## src/rtl/bsdiv_pkg.sv

```systemverilog
// ---------------------------------------------------------------------------
// bsdiv_pkg
// Shared definitions for the byte-serial divider (bytestream_div).
//   bsdiv_state_e     : control FSM states (LOAD, DIV, FIX, SEND)
//   bsdiv_beats       : beats per operand, N = WIDTH/BUS_W
//   bsdiv_beat_cnt_w  : width of the 0..2N-1 beat counters
//   bsdiv_iter_cnt_w  : width of the iteration counter in bsdiv_core
// ---------------------------------------------------------------------------
package bsdiv_pkg;

   typedef enum logic [1:0] {
      ST_LOAD = 2'd0,
      ST_DIV  = 2'd1,
      ST_FIX  = 2'd2,
      ST_SEND = 2'd3
   } bsdiv_state_e;

   function automatic int bsdiv_beats(input int width, input int bus_w);
      return width / bus_w;
   endfunction

   function automatic int bsdiv_beat_cnt_w(input int width, input int bus_w);
      return $clog2(2 * (width / bus_w));
   endfunction

   function automatic int bsdiv_iter_cnt_w(input int width);
      return $clog2(width + 1);
   endfunction

endpackage

```

## src/rtl/bytestream_div_if.sv

```systemverilog
// ---------------------------------------------------------------------------
// bytestream_div_if
// Stream bundle between the host side (master) and the divider (slave).
//   in_valid/in_ready/in_data/in_sign : operand beats into the divider
//   out_valid/out_ready/out_data      : result beats out of the divider
//   out_last/out_sign/out_dbz         : result side-band, valid with out_valid
//   busy                              : divider is in DIV, FIX or SEND
//
// Handshake: a beat transfers on a rising edge where valid && ready. The
// source holds data stable while valid is high and ready is low; valid never
// depends on ready. The divider's ready/valid are pure functions of its state.
// ---------------------------------------------------------------------------
interface bytestream_div_if #(parameter int BUS_W = 8) ();

   logic             in_valid;
   logic             in_ready;
   logic [BUS_W-1:0] in_data;
   logic             in_sign;
   logic             out_valid;
   logic             out_ready;
   logic [BUS_W-1:0] out_data;
   logic             out_last;
   logic             out_sign;
   logic             out_dbz;
   logic             busy;

   modport master (
      output in_valid, in_data, in_sign, out_ready,
      input  in_ready, out_valid, out_data, out_last, out_sign, out_dbz, busy
   );

   modport slave (
      input  in_valid, in_data, in_sign, out_ready,
      output in_ready, out_valid, out_data, out_last, out_sign, out_dbz, busy
   );

endinterface

```

## src/rtl/bsdiv_core.sv

```systemverilog
// ---------------------------------------------------------------------------
// bsdiv_core
// Iterative radix-2 non-restoring magnitude divider, one quotient bit/cycle.
//   clk, rst     : clock, synchronous active-high reset
//   start_i      : load operands and begin WIDTH iterations
//   dividend_i   : dividend magnitude
//   divisor_i    : divisor magnitude
//   done_o       : high during the cycle of the final iteration
//   quot_o       : quotient (valid the cycle after done_o)
//   rem_o        : raw partial remainder, low WIDTH bits
//   rem_neg_o    : raw partial remainder is negative (needs +divisor fix)
// A zero divisor is not special-cased: every step subtracts 0, so the
// quotient comes out all ones and the remainder equals the dividend.
// ---------------------------------------------------------------------------
module bsdiv_core
   import bsdiv_pkg::*;
#(
   parameter int WIDTH = 32
) (
   input  logic             clk,
   input  logic             rst,
   input  logic             start_i,
   input  logic [WIDTH-1:0] dividend_i,
   input  logic [WIDTH-1:0] divisor_i,
   output logic             done_o,
   output logic [WIDTH-1:0] quot_o,
   output logic [WIDTH-1:0] rem_o,
   output logic             rem_neg_o
);

   localparam int IW = bsdiv_iter_cnt_w(WIDTH);

   // Partial remainder stays in [-M, M); the shifted value reaches +-2M,
   // hence two guard bits above WIDTH.
   logic [WIDTH+1:0] a_q, a_d;
   logic [WIDTH-1:0] q_q, q_d;
   logic [WIDTH-1:0] m_q, m_d;
   logic [IW-1:0]    cnt_q, cnt_d;
   logic             run_q, run_d;

   logic [WIDTH+1:0] shifted;
   logic [WIDTH+1:0] m_ext;
   logic [WIDTH+1:0] a_step;

   always_comb begin
      shifted = {a_q[WIDTH:0], q_q[WIDTH-1]};
      m_ext   = {2'b00, m_q};
      a_step  = a_q[WIDTH+1] ? (shifted + m_ext) : (shifted - m_ext);
   end

   assign done_o    = run_q && (cnt_q == IW'(WIDTH - 1));
   assign quot_o    = q_q;
   assign rem_o     = a_q[WIDTH-1:0];
   assign rem_neg_o = a_q[WIDTH+1];

   always_comb begin
      a_d   = a_q;
      q_d   = q_q;
      m_d   = m_q;
      cnt_d = cnt_q;
      run_d = run_q;
      if (start_i) begin
         a_d   = '0;
         q_d   = dividend_i;
         m_d   = divisor_i;
         cnt_d = '0;
         run_d = 1'b1;
      end else if (run_q) begin
         a_d   = a_step;
         q_d   = {q_q[WIDTH-2:0], ~a_step[WIDTH+1]};
         cnt_d = cnt_q + 1'b1;
         if (done_o) begin
            run_d = 1'b0;
         end
      end
   end

   always_ff @(posedge clk) begin
      if (rst) begin
         a_q   <= '0;
         q_q   <= '0;
         m_q   <= '0;
         cnt_q <= '0;
         run_q <= 1'b0;
      end else begin
         a_q   <= a_d;
         q_q   <= q_d;
         m_q   <= m_d;
         cnt_q <= cnt_d;
         run_q <= run_d;
      end
   end

endmodule

```

## src/rtl/bytestream_div.sv

```systemverilog
// ---------------------------------------------------------------------------
// bytestream_div
// Byte-serial WIDTH-bit divider: collects dividend then divisor (MS beat
// first), divides magnitudes in bsdiv_core, applies sign-magnitude signs and
// divide-by-zero handling, then streams remainder then quotient (LS beat
// first).
//   clk, rst      : clock, synchronous active-high reset
//   bus (slave)   : bytestream_div_if stream/side-band signals
//   dbg_state_o   : current FSM state, for observation only
// Optional build macro BSDIV_FAST_ZERO_EN: when |dividend| < |divisor| (and
// divisor nonzero) skip DIV and go straight to FIX with quotient 0.
// ---------------------------------------------------------------------------
module bytestream_div
   import bsdiv_pkg::*;
#(
   parameter int WIDTH = 32,
   parameter int BUS_W = 8
) (
   input  logic         clk,
   input  logic         rst,
   bytestream_div_if.slave bus,
   output bsdiv_state_e dbg_state_o
);

   localparam int N  = bsdiv_beats(WIDTH, BUS_W);
   localparam int CW = bsdiv_beat_cnt_w(WIDTH, BUS_W);
   localparam logic [CW-1:0] LAST_BEAT = CW'(2 * N - 1);

   bsdiv_state_e state_q, state_d;

   logic [CW-1:0]            in_cnt_q, in_cnt_d;
   logic [CW-1:0]            out_cnt_q, out_cnt_d;
   // Holds all accepted beats except the one arriving with the last handshake.
   logic [2*WIDTH-BUS_W-1:0] sr_q, sr_d;
   logic                     sgn_q, sgn_d;
   logic                     zs_q, zs_d;
   logic                     ds_q, ds_d;
   logic [WIDTH-1:0]         zmag_q, zmag_d;
   logic [WIDTH-1:0]         dmag_q, dmag_d;
   logic                     fast_q, fast_d;
   logic [2*WIDTH-1:0]       res_q, res_d;
   logic                     out_sign_q, out_sign_d;
   logic                     out_dbz_q, out_dbz_d;

   logic                     in_hs, out_hs, last_in, go_fast;
   logic [2*WIDTH-1:0]       op_full;
   logic [WIDTH-1:0]         z_raw, d_raw, z_mag, d_mag;
   logic                     cur_sgn, z_neg, d_neg;

   logic                     core_start, core_done, core_rem_neg;
   logic [WIDTH-1:0]         core_quot, core_rem;

   logic [WIDTH-1:0]         q_mag, r_mag, q_res, r_res;
   logic                     dbz;

   assign in_hs   = bus.in_valid && (state_q == ST_LOAD);
   assign out_hs  = bus.out_ready && (state_q == ST_SEND);
   assign last_in = in_hs && (in_cnt_q == LAST_BEAT);

   // Operand decode on the final beat; in_sign is taken from beat 0 only.
   always_comb begin
      op_full = {sr_q, bus.in_data};
      z_raw   = op_full[2*WIDTH-1:WIDTH];
      d_raw   = op_full[WIDTH-1:0];
      cur_sgn = (in_cnt_q == '0) ? bus.in_sign : sgn_q;
      if (cur_sgn) begin
         z_mag = {1'b0, z_raw[WIDTH-2:0]};
         d_mag = {1'b0, d_raw[WIDTH-2:0]};
         z_neg = z_raw[WIDTH-1] & (|z_raw[WIDTH-2:0]);
         d_neg = d_raw[WIDTH-1] & (|d_raw[WIDTH-2:0]);
      end else begin
         z_mag = z_raw;
         d_mag = d_raw;
         z_neg = 1'b0;
         d_neg = 1'b0;
      end
   end

`ifdef BSDIV_FAST_ZERO_EN
   assign go_fast = (z_mag < d_mag) && (d_mag != '0);
`else
   assign go_fast = 1'b0;
`endif

   assign core_start = last_in && !go_fast;

   bsdiv_core #(.WIDTH(WIDTH)) u_core (
      .clk        (clk),
      .rst        (rst),
      .start_i    (core_start),
      .dividend_i (z_mag),
      .divisor_i  (d_mag),
      .done_o     (core_done),
      .quot_o     (core_quot),
      .rem_o      (core_rem),
      .rem_neg_o  (core_rem_neg)
   );

   // FIX: remainder correction, sign application, divide-by-zero override.
   // The corrected remainder is in [0, M), so modulo-2^WIDTH addition on the
   // low bits is exact.
   always_comb begin
      dbz   = (dmag_q == '0);
      q_mag = fast_q ? '0 : core_quot;
      r_mag = fast_q ? zmag_q : (core_rem_neg ? (core_rem + dmag_q) : core_rem);
      if (sgn_q) begin
         q_res = {(zs_q ^ ds_q) & (|q_mag), q_mag[WIDTH-2:0]};
         r_res = {zs_q & (|r_mag), r_mag[WIDTH-2:0]};
      end else begin
         q_res = q_mag;
         r_res = r_mag;
      end
      if (dbz) begin
         q_res = '1;
      end
   end

   // Next-state and datapath update.
   always_comb begin
      state_d    = state_q;
      in_cnt_d   = in_cnt_q;
      out_cnt_d  = out_cnt_q;
      sr_d       = sr_q;
      sgn_d      = sgn_q;
      zs_d       = zs_q;
      ds_d       = ds_q;
      zmag_d     = zmag_q;
      dmag_d     = dmag_q;
      fast_d     = fast_q;
      res_d      = res_q;
      out_sign_d = out_sign_q;
      out_dbz_d  = out_dbz_q;
      unique case (state_q)
         ST_LOAD: begin
            if (in_hs) begin
               sr_d = {sr_q[2*WIDTH-2*BUS_W-1:0], bus.in_data};
               if (in_cnt_q == '0) begin
                  sgn_d = bus.in_sign;
               end
               if (last_in) begin
                  in_cnt_d = '0;
                  zmag_d   = z_mag;
                  dmag_d   = d_mag;
                  zs_d     = z_neg;
                  ds_d     = d_neg;
                  fast_d   = go_fast;
                  state_d  = go_fast ? ST_FIX : ST_DIV;
               end else begin
                  in_cnt_d = in_cnt_q + 1'b1;
               end
            end
         end
         ST_DIV: begin
            if (core_done) begin
               state_d = ST_FIX;
            end
         end
         ST_FIX: begin
            res_d      = {q_res, r_res};
            out_sign_d = sgn_q;
            out_dbz_d  = dbz;
            out_cnt_d  = '0;
            state_d    = ST_SEND;
         end
         ST_SEND: begin
            if (out_hs) begin
               res_d = {{BUS_W{1'b0}}, res_q[2*WIDTH-1:BUS_W]};
               if (out_cnt_q == LAST_BEAT) begin
                  out_cnt_d = '0;
                  state_d   = ST_LOAD;
               end else begin
                  out_cnt_d = out_cnt_q + 1'b1;
               end
            end
         end
         default: state_d = ST_LOAD;
      endcase
   end

   always_ff @(posedge clk) begin
      if (rst) begin
         state_q    <= ST_LOAD;
         in_cnt_q   <= '0;
         out_cnt_q  <= '0;
         sr_q       <= '0;
         sgn_q      <= 1'b0;
         zs_q       <= 1'b0;
         ds_q       <= 1'b0;
         zmag_q     <= '0;
         dmag_q     <= '0;
         fast_q     <= 1'b0;
         res_q      <= '0;
         out_sign_q <= 1'b0;
         out_dbz_q  <= 1'b0;
      end else begin
         state_q    <= state_d;
         in_cnt_q   <= in_cnt_d;
         out_cnt_q  <= out_cnt_d;
         sr_q       <= sr_d;
         sgn_q      <= sgn_d;
         zs_q       <= zs_d;
         ds_q       <= ds_d;
         zmag_q     <= zmag_d;
         dmag_q     <= dmag_d;
         fast_q     <= fast_d;
         res_q      <= res_d;
         out_sign_q <= out_sign_d;
         out_dbz_q  <= out_dbz_d;
      end
   end

   assign bus.in_ready  = (state_q == ST_LOAD);
   assign bus.out_valid = (state_q == ST_SEND);
   assign bus.out_data  = res_q[BUS_W-1:0];
   assign bus.out_last  = (state_q == ST_SEND) && (out_cnt_q == LAST_BEAT);
   assign bus.out_sign  = out_sign_q;
   assign bus.out_dbz   = out_dbz_q;
   assign bus.busy      = (state_q != ST_LOAD);
   assign dbg_state_o   = state_q;

endmodule
```

## src/flat_wrapper.sv

```systemverilog
// flat-port wrapper written by rule: the top's interface ports become plain ports
module bytestream_div_flat import bsdiv_pkg::*;
#(
   parameter int WIDTH = 32,
   parameter int BUS_W = 8
)
  (clk, rst, dbg_state_o, bus_in_valid, bus_in_data, bus_in_sign, bus_out_ready, bus_in_ready, bus_out_valid, bus_out_data, bus_out_last, bus_out_sign, bus_out_dbz, bus_busy);
  bytestream_div_if #(.BUS_W(BUS_W)) bus_i ();
  input  logic clk;
  input  logic rst;
  output bsdiv_state_e dbg_state_o;
  input wire logic [$bits(bus_i.in_valid)-1:0] bus_in_valid;
  input wire logic [$bits(bus_i.in_data)-1:0] bus_in_data;
  input wire logic [$bits(bus_i.in_sign)-1:0] bus_in_sign;
  input wire logic [$bits(bus_i.out_ready)-1:0] bus_out_ready;
  output wire logic [$bits(bus_i.in_ready)-1:0] bus_in_ready;
  output wire logic [$bits(bus_i.out_valid)-1:0] bus_out_valid;
  output wire logic [$bits(bus_i.out_data)-1:0] bus_out_data;
  output wire logic [$bits(bus_i.out_last)-1:0] bus_out_last;
  output wire logic [$bits(bus_i.out_sign)-1:0] bus_out_sign;
  output wire logic [$bits(bus_i.out_dbz)-1:0] bus_out_dbz;
  output wire logic [$bits(bus_i.busy)-1:0] bus_busy;
  assign bus_i.in_valid = bus_in_valid;
  assign bus_i.in_data = bus_in_data;
  assign bus_i.in_sign = bus_in_sign;
  assign bus_i.out_ready = bus_out_ready;
  assign bus_in_ready = bus_i.in_ready;
  assign bus_out_valid = bus_i.out_valid;
  assign bus_out_data = bus_i.out_data;
  assign bus_out_last = bus_i.out_last;
  assign bus_out_sign = bus_i.out_sign;
  assign bus_out_dbz = bus_i.out_dbz;
  assign bus_busy = bus_i.busy;
  bytestream_div #(.WIDTH(WIDTH), .BUS_W(BUS_W)) u_core (.clk(clk), .rst(rst), .bus(bus_i), .dbg_state_o(dbg_state_o));
endmodule
```

## config.mk

```make
export PLATFORM = sky130hd
export DESIGN_NAME = bytestream_div_flat
export DESIGN_NICKNAME = d
export VERILOG_FILES = /design/src/rtl/bsdiv_pkg.sv /design/src/rtl/bytestream_div_if.sv /design/src/rtl/bsdiv_core.sv /design/src/rtl/bytestream_div.sv /design/src/flat_wrapper.sv
export SDC_FILE = /design/constraint.sdc
export NUM_CORES = 1
export LEC_CHECK = 0
export CAP_MARGIN = 20
export CORE_MARGIN = 4
export CORE_UTILIZATION = 28
export CTS_CLUSTER_SIZE = 30
export DETAILED_ROUTE_END_ITERATION = 8
export GPL_ROUTABILITY_DRIVEN = 0
export HOLD_SLACK_MARGIN = 0.12
export PLACE_DENSITY = 0.41
export RECOVER_POWER = 50
export SLEW_MARGIN = 5
export SYNTH_ARGS = -nofsm -noshare
export SYNTH_HDL_FRONTEND = slang
export SYNTH_SLANG_ARGS = --single-unit
```

## constraint.sdc

```tcl
create_clock -name clk -period 4 [get_ports clk]
set_input_delay 0.8 -clock clk [delete_from_list [all_inputs] [get_ports clk]]
set_output_delay 0.8 -clock clk [all_outputs]
set_load 0.005 [all_outputs]
```

==> flow_summary.yaml <==
global_routing:
  grt_remaining_overflow: 0
  antenna_found_initial: 0
  grtUsageTotal_pct: 16.78
  grt_pass1_vias: 12830
  grt_max_degree: 203
  grt_pass1_wl_um: 76670
placement:
  placed_cell_area_mm2: 0.01648
  port-buffer-count: 28
  place.detailed.hpwl_um: 36710
run_status:
  outcome: "finished with violations"
  violations: "capacitance limit, slew limit"
cells_and_area:
  syn_to_final_growth_pct: 17.84
  post_route_cells_drive_above_1_share_pct: 10.99
  fin_area_mm2: 0.01786
  antenna_cells: 0
  nets: 2037
  fin_util_pct: 33.64
  final_cell_mix: "351 x nand2_1, 266 x dfxtp_1, 265 x a21oi_1"
  fillers: 5664
  final_common_cell: "nand2_1"
drt:
  ant_nets: 0
  drc: 0
  first_pass_iters: 5
  via_per_inst: 5.143
  wl_per_cell_um: 18.54
  vias: 13690
  finalWirelength_um: 49360
  drtIter0Drc: 753
die:
  coreArea_mm2: 0.05308
  fp.dieH_um: 240.6
  start_util_pct: 28.55
  row_count: 84
  io_pins: 29
  dieWidth_um: 240.6
  dieArea_mm2: 0.05790
critical_path:
  worstPathArrival_ns: 4.37
  rrSetupSlack_ns: 0.08
  critPathCaptureType: "flop"
  timing.rr.start: "u_core.u_core.m_q[0]"
  required_ns: 4.45
  ff2ff_path_depth: 20
  setup.worst_path.start_class: "flop"
  reg2reg_to: "u_core.u_core.a_q[20]"
  cp_max_fo: 4
  worstSetupPathType: "flop to flop"
cts:
  insertion_delay_ns: 0.56
  cts_num_sinks: 270
  clk_path_buf_depth: 3
  path_clk_slew_ns: 0.06
  htree_num_levels: 2
  root_buffer: "clkbuf_16"
  cts_tree: "built"
  numCtsBuffers: 36
timing:
  setup-tns-final_ns: 0
  hold_ws_ns: 0.4460
  period_minus_slack_ns: 3.922
  slew_headroom_pct: -60.55
  finalSetupViolCount: 0
  drv_slew: 266
  max_freq_ghz: 0.2550
  worstMarginPinSlew_ns: 2.408
  skew_ns: 0.02781
  fin_crit_sh_pct: 98.06
  rsz0062_at_grt: "yes"
  hold_violations: 0
yosys:
  synth_cell_types: 86
  ys_top_cells_by_area: "dfxtp_1 36%, a21oi_1 8.9%, nand2_1 8.7%"
  synth_area_leader_cell: "dfxtp_1"
  ys_seq_area_share_pct: 35.67
  synth_nets: 2000
  synth_area_mm2: 0.01515
  ys_warn_count: 0
  synthFlopType: "dfxtp_1"
  syn_avg_cell_area_um2: 7.933
  synth_top_area_share_pct: 35.67
  synth_edf_count: 0
  postSynth.asyncResetShare_pct: 0
  syn_inst: 1910
  synth_seq_cells: 270
power_and_ir_drop:
  p_per_area_mw_per_mm2: 365.6
  p_leak_uw: 0.006964
  total_power_uw: 6528
  ir_drop_v: 0.0002708
run:
  drv_cap: 2
worst_hold_path:
  hp-class: "flop to flop"
  min_from: "u_core.res_q[35]"
  min_path_cells: 2
  hold_end: "u_core.res_q[35]"
metrics by stage:
| step | cells | setup slack, ns |
|---|---|---|
| 2_1_floorplan | 1910 | 0.03773 |
| 3_3_place_gp | 2594 | -0.1654 |
| 3_5_place_dp | 2594 | -0.1638 |
| 4_1_cts | 2659 | 0.007579 |
| 5_1_grt | 2662 | -0.1307 |
| 6_report | 2662 | 0.07774 |
cell type report:
type	instances	area, µm²	share of cell area (%)
well taps	688	860.8	4.821
flip-flops and latches	270	5413	30.31
clock buffers	48	1026	5.746
repair buffers	126	1059	5.928
clock inverters	17	185.2	1.037
inverters	31	116.4	0.6517
multi-input cells	1482	9196	51.50
Yosys cell counts, types with 7 or more instances:
cell        n
nor2_1    143
or3_1       8
o211ai_1   21
o221ai_1   26
and3_1      8
dfxtp_1   270
nand2_1   353
buf_4       8
xor2_1     45
xnor2_1    34
nand4_1    26
a21oi_1   270
nand2b_1    9
nand3_1    19
buf_1      12
mux2i_1    72
nor4_1     40
and2_1      7
o21ai_0    55
inv_1      30
a211oi_1   60
ha_1       75
nor2b_1    14
a31oi_1    10
clkbuf_1   96
nor3_1     28
a21o_1     34
how the worst max path moves through the flow:
| stage | start | endpoint | slack, ns |
|---|---|---|---|
| after floorplan | u_core.u_core.a_q[33] | u_core.u_core.quot_o[0] | 0.04 |
| after global placement | u_core.u_core.m_q[0] | u_core.u_core.quot_o[0] | -0.17 |
| after detailed placement | u_core.u_core.m_q[0] | u_core.u_core.quot_o[0] | -0.16 |
| after CTS | u_core.u_core.m_q[0] | u_core.u_core.a_q[20] | 0.008 |
| after global routing | u_core.u_core.m_q[0] | u_core.u_core.a_q[32] | -0.13 |
| final | u_core.u_core.m_q[0] | u_core.u_core.a_q[20] | 0.08 |
report_power, final:
| part | switching, µW | total (µW) | internal (µW) | leakage [µW] |
|---|---|---|---|---|
| logic | 320 | 471 | 150 | 0.00419 |
| registers | 64.0 | 2820 | 2750 | 0.00218 |
| clock network | 1290 | 3240 | 1950 | 0.000593 |
| total | 1670 | 6530 | 4860 | 0.00696 |
kinds of logic (layout without fill, tap and decap cells):
kind of cell / count (synthesis) / after routing / synth area share [%]
and+or+nand+nor: 689 / 689 / 20.38
xor gates and xnor gates: 79 / 79 / 4.567
DFF: 270 / 270 / 35.67
adders and majority gates: 77 / 77 / 6.457
buffers and inverters: 158 / 222 / 4.641
AOI/OAI and AO/OA: 561 / 561 / 23.23
muxes: 76 / 76 / 5.054
repair_timing:
| action | 4_1_cts | 5_1_grt |
|---|---|---|
| gates resized for setup | 10 | 33 |
| hold buffers | 0 | 0 |
| setup endpoints to repair | 7 | 13 |
| setup buffers | 0 | 2 |
| pin swaps | 6 | 18 |
worst max-delay path, cell delays in order (launching register included):
cell and delay (ns):
dfxtp_2 0.32, inv_2 0.06, ha_4 0.13, nand3b_1 0.10, or4_4 0.45, nor2_4 0.16, buf_6 0.13, a21oi_2 0.05
xor2_1 0.15, ha_1 0.33, and3_4 0.22, o2111ai_2 0.12, a311oi_2 0.39, o21ai_2 0.12, buf_6 0.14, a21boi_2 0.14
o21ai_2 0.08, nand2b_1 0.08, a21oi_2 0.06, or4_1 0.51, o211ai_1 0.10
flip-flops by register name, indices dropped and copies added, names as in the netlist:
register	cells
u_core.u_core.m_q	32
u_core.u_core.run_q	1
u_core.sr_q	56
u_core.ds_q	1
u_core.bus.out_dbz	1
u_core.zs_q	1
u_core.sgn_q	1
u_core.u_core.a_q	34
u_core.dbg_state_o	2
u_core.dmag_q	32
u_core.res_q	64
u_core.bus.out_sign	1
u_core.in_cnt_q	3
u_core.u_core.cnt_q	6
u_core.out_cnt_q	3
u_core.u_core.quot_o	32
layer usage:
| metal | up-vias | track usage (%) | share of wire (%) |
|---|---|---|---|
| met4 | 0 | 3.375 | 1.5 |
| li1 | 6970 | - | - |
| met5 | - | 0 | 0 |
| met1 | 6437 | 26.04 | 52 |
| met2 | 234 | 24.64 | 42 |
| met3 | 50 | 2.388 | 3.9 |
No activity file was read; power rests on OpenSTA's default activity.
